### src/rtl/sysbus_mem_responder.sv
// sysbus_mem_responder: memory-side responder for the multiplexed 16-bit SysBus.
// Ports: Clock/Reset (sync, active-high); ALE,nME,nOE,nWE,SysBusIn from pads;
// SysBusOut/SysBusOe read drive, Ready, Selected, BusErr (all registered).
module sysbus_mem_responder #(
  parameter int          AW      = 8,
  parameter logic [15:0] BASE    = 16'h0000,
  parameter int          RD_WAIT = 0
) (
  input  logic        Clock,
  input  logic        Reset,
  input  logic        ALE,
  input  logic        nME,
  input  logic        nOE,
  input  logic        nWE,
  input  logic [15:0] SysBusIn,
  output logic [15:0] SysBusOut,
  output logic        SysBusOe,
  output logic        Ready,
  output logic        Selected,
  output logic        BusErr
);

  typedef enum logic [2:0] {
    IDLE, ADDR, RWAIT, READ, WRITE
  } state_t;

  localparam logic [1:0] WAIT_INIT = 2'(RD_WAIT - 1);

  state_t        state_q, state_d;
  // Only the index bits of the latched address are kept; the region
  // decision is captured in sel_q at the same edge.
  logic [AW-1:0] addr_q, addr_d;
  logic [15:0]   wdata_q, wdata_d;
  logic [15:0]   dout_q, dout_d;
  logic [1:0]    wcnt_q, wcnt_d;
  logic          sel_q, sel_d;
  logic          oe_q, oe_d;
  logic          err_q, err_d;
  logic          we;
  logic [15:0]   mem_q [2**AW];

  logic rd_req, wr_req, viol, hit;

  assign rd_req = !nME && !nOE && nWE;
  assign wr_req = !nME && !nWE && nOE;
  assign viol   = !nME && !nOE && !nWE && sel_q;
  assign hit    = (SysBusIn[15:AW] == BASE[15:AW]);

  always_comb begin
    state_d = state_q;
    addr_d  = addr_q;
    sel_d   = sel_q;
    wcnt_d  = wcnt_q;
    wdata_d = wdata_q;
    err_d   = 1'b0;
    we      = 1'b0;
    if (ALE) begin
      // New address phase aborts whatever was in flight.
      addr_d  = SysBusIn[AW-1:0];
      sel_d   = hit;
      state_d = ADDR;
    end else if (state_q != IDLE && viol) begin
      err_d   = 1'b1;
      state_d = ADDR;
    end else begin
      unique case (state_q)
        IDLE: ;
        ADDR: begin
          if (sel_q && rd_req) begin
            if (RD_WAIT == 0) begin
              state_d = READ;
            end else begin
              state_d = RWAIT;
              wcnt_d  = WAIT_INIT;
            end
          end else if (sel_q && wr_req) begin
            state_d = WRITE;
            wdata_d = SysBusIn;
          end
        end
        RWAIT: begin
          if (!rd_req)           state_d = ADDR;
          else if (wcnt_q == '0) state_d = READ;
          else                   wcnt_d = wcnt_q - 2'd1;
        end
        READ: begin
          if (!rd_req) state_d = ADDR;
        end
        WRITE: begin
          // Commit the last value sampled while the strobe was low.
          if (nWE || nME) begin
            we      = 1'b1;
            state_d = ADDR;
          end else begin
            wdata_d = SysBusIn;
          end
        end
        default: state_d = IDLE;
      endcase
    end
    oe_d   = (state_d == READ);
    dout_d = oe_d ? mem_q[addr_q] : 16'h0000;
  end

  always_ff @(posedge Clock) begin
    if (Reset) begin
      state_q <= IDLE;
      addr_q  <= '0;
      sel_q   <= 1'b0;
      wcnt_q  <= '0;
      wdata_q <= '0;
      oe_q    <= 1'b0;
      err_q   <= 1'b0;
      dout_q  <= '0;
    end else begin
      state_q <= state_d;
      addr_q  <= addr_d;
      sel_q   <= sel_d;
      wcnt_q  <= wcnt_d;
      wdata_q <= wdata_d;
      oe_q    <= oe_d;
      err_q   <= err_d;
      dout_q  <= dout_d;
    end
  end

  // Array is not cleared by reset.
  always_ff @(posedge Clock) begin
    if (we && !Reset) mem_q[addr_q] <= wdata_q;
  end

  assign SysBusOut = dout_q;
  assign SysBusOe  = oe_q;
  assign Ready     = oe_q;
  assign Selected  = sel_q;
  assign BusErr    = err_q;

endmodule

### config.mk
export PLATFORM = sky130hd
export DESIGN_NAME = sysbus_mem_responder
export DESIGN_NICKNAME = d
export VERILOG_FILES = /design/src/rtl/sysbus_mem_responder.sv
export SDC_FILE = /design/constraint.sdc
export NUM_CORES = 2
export LEC_CHECK = 0
export BUFFER_PORTS_ARGS = -buffer_cell sky130_fd_sc_hd__buf_2
export CAP_MARGIN = 20
export CORE_MARGIN = 3
export CORE_UTILIZATION = 50
export CTS_BUF_LIST = sky130_fd_sc_hd__clkbuf_4 sky130_fd_sc_hd__clkbuf_8
export CTS_CLUSTER_SIZE = 10
export DETAILED_ROUTE_END_ITERATION = 12
export PLACE_DENSITY_LB_ADDON = 0.25
export SYNTH_ARGS = -nofsm -noshare
export SYNTH_HDL_FRONTEND = slang
export SYNTH_SLANG_ARGS = --single-unit
export TNS_END_PERCENT = 5
### constraint.sdc
create_clock -name Clock -period 10.3 [get_ports Clock]
set_input_delay 2.06 -clock Clock [delete_from_list [all_inputs] [get_ports Clock]]
set_output_delay 2.06 -clock Clock [all_outputs]
set_load 0.02 [all_outputs]
==> metrics <==
Avg Cell Area, Syn=19.60 um^2; Seq pwr share=0.564; fraction of registers with async set/reset=0; Port Buf Inserts=41; first-pass GRT wire length=603.9 mm; I/O pin count=42; commonest non-fill, non-tap cells in the layout=edfxtp_1, mux2i_1, clkbuf_8; RR Endpoint=SysBusOut[12]; Fin. Hold Viols=0; Switching Share=0.2146; CTS Buf Count=639; Worst Hold Depth=2; status=complete, no violations; initial antenna violation count=26; clock skew=0.08582 ns; CP Launch Type=register; total die area=327,000 um^2; Worst R2R Path Depth=9; crit end category=register; share of cells above drive strength 1=0.2151; total net switching power=0.006950 W; final cell count without fillers=13,458; drt initial violations=11,817; sequential element share of the synthesized area=0.7743; Post-CTS Setup Bufs=0; yosys warns=0; Starting Density=0.5029; synthesized instance count=8,168; fin crit period=5.897 ns; slowest CP cell=nor4_1; Worst Hold Class=reg2reg; worst-margin pin slew=1.327 ns; GRT overflow=0; Max Cap Viol=0; FMAX=169.6 MHz; Total Neg Setup Slack=0 ns; Post-Place Cells=12,303; Syn-to-layout area delta=11.53%; worst-path cell chain=buf_4, nand4bb_4, buf_4, o22ai_1, nor4_1, nand3_1, o21ai_0, nand3_1, a211o_1; synthesized area=160,100 um^2; Die W=571.8 um; CTS Sinks=4,144; GP Congestion=0.8764; Int Pwr=0.02544 W; clock tree buffer depth=4; prevailing post-synth register cell=edfxtp_1; setup ws final=4.403 ns; PwrDens=181.4 nW/um^2; Chip Height=571.8 um; Residual DRC=0; Routed Antenna Nets=0; hold path start=wcnt_q[1]; reg2reg setup slack=4.40 ns; fin crit share=0.5726; Max-slew headroom=0.1072; CTS tree=built; CP arrival=6.98 ns; Final setup viols=0; total number of vias=83,960; Netlist cell types=65; H-tree depth=6; LEAKAGE=48.55 nW; Reg clk slew, reported paths=0.07 ns; # resized after CTS=0; Worst Hold End=wcnt_q[1]; syn_nets=8,191; Hold-fix buffers, CTS=0; largest net degree at the start of global routing=182; clock latency on the worst-skew pair=1.22 ns; router iterations before antenna repair=8; pre-CTS WS=4.434 ns; Logic pwr share=0.031; average wire per cell in the routed design=31.62 um; RSZ-0062 raised after global routing=no; total wire length=425.5 mm; crit-path max FO=48; EDFF count, synth=4,096; peak supply drop=0.1282 mV; Pins Over Slew Limit=0; Placeable Area=318,300 um^2; commonest non-fill, non-tap cell in the layout=edfxtp_1; #FFs+latches synth=4,144; Reg2Reg Launch Point=addr_q[0]; CTS root buffer=clkbuf_8; Final #Nets=8,798; Via density=6.239; Rows=207; vias in the first global route=82,027; required time of the critical path=11.38 ns; Max stage delay on crit path=0.95 ns; clock power share=0.406; HPWL after detailed placement=255.5 mm; worst setup path category=reg2reg; Global Route Usage Sum=0.2577
## metal layers
layer	GRT usage	wire length, um	vias to the layer above
li1	-	-	34846
met1	0.3786	172200	43716
met5	0	49	-
met3	0.05878	44880	698
met2	0.3808	192600	4692
met4	0.09180	15810	8
## synth_stat cells, drive strengths merged (9+ instances only)
master  number  share of area
nor3        23        0.00082
mux2i     1093          0.068
dfxtp       48         0.0060
o21ai       87         0.0027
clkbuf     162         0.0038
a211o        9        0.00049
nand2b     111         0.0043
nor2       301         0.0071
o211ai       9        0.00042
or4          9        0.00042
a21oi      146         0.0046
and3        27         0.0011
a41o         9        0.00056
nand3      283         0.0088
a22oi       82         0.0038
a221o      110         0.0069
buf        334          0.014
nand4       65         0.0026
a221oi      65         0.0036
o22ai      258          0.010
nor4        74         0.0031
nand2      208         0.0049
mux4       494          0.069
edfxtp    4096           0.77
## worst max-delay path, delay by kind of cell, from the launching register on
family | cells | cell delay, ns
AO/OA/AOI/OAI | 3 | 1.60
AND/OR/NAND/NOR | 4 | 1.71
flip-flops | 1 | 0.91
buffers and inverters | 2 | 1.39
## stage by stage
step | power, W | util | hold slack, ns | area (um^2)
2_1_floorplan | 0.01928 | - | 0.4781 | 160100
6_report | 0.03239 | 0.5609 | 0.5102 | 178500
3_3_place_gp | 0.01959 | 0.5215 | 0.4905 | 166000
3_5_place_dp | 0.01959 | 0.5224 | 0.4984 | 166300
5_1_grt | 0.03338 | 0.5609 | 0.5562 | 178500
4_1_cts | 0.03257 | 0.5605 | 0.5072 | 178400
## worst max path at each step
stage | startpoint | end | depth (start not counted)
after floorplan | ALE | mem_q[180][0] | 6
after global placement | addr_q[0] | SysBusOut[8] | 11
after detailed placement | Reset | mem_q[59][12] | 7
final | addr_q[0] | SysBusOut[12] | 9
after global routing | addr_q[3] | SysBusOut[12] | 9
after CTS | addr_q[0] | SysBusOut[9] | 11
## kinds of logic after synthesis
family,count (synthesis),share of synthesized area
simple gates,1141,0.03552
xor+xnor,1,0.00005472
mux,1587,0.1378
flops,4144,0.7743
compound gates,791,0.03430
fa+ha+maj,1,0.00007815
buf+inv,503,0.01788
## power by group through the flow
stage	registers (W)	logic [W]	clock network (W)
6_report	0.0183	0.000992	0.0131
5_1_grt	0.0182	0.00103	0.0141
4_1_cts	0.0183	0.000982	0.0133
3_5_place_dp	0.0186	0.000980	0
3_3_place_gp	0.0186	0.000977	0
2_1_floorplan	0.0186	0.000682	0
## area by class of cell
type / instances / area [um^2]
inverter: 7 / 28.78
tap: 4180 / 5230
fill: 23675 / 139800
sequential: 4144 / 124000
multi-input combinational: 3521 / 33450
antenna: 17 / 42.54
clock inverter: 264 / 1514
clock buffer: 863 / 10610
timing repair buffer: 462 / 3637
## registers in the layout, indices dropped and copies added (netlist names)
| register | cells |
|---|---|
| BusErr | 1 |
| Ready | 1 |
| Selected | 1 |
| SysBusOut | 16 |
| addr_q | 8 |
| mem_q | 4096 |
| state_q | 3 |
| wcnt_q | 2 |
| wdata_q | 16 |
Power figures use the tool's default switching activity.
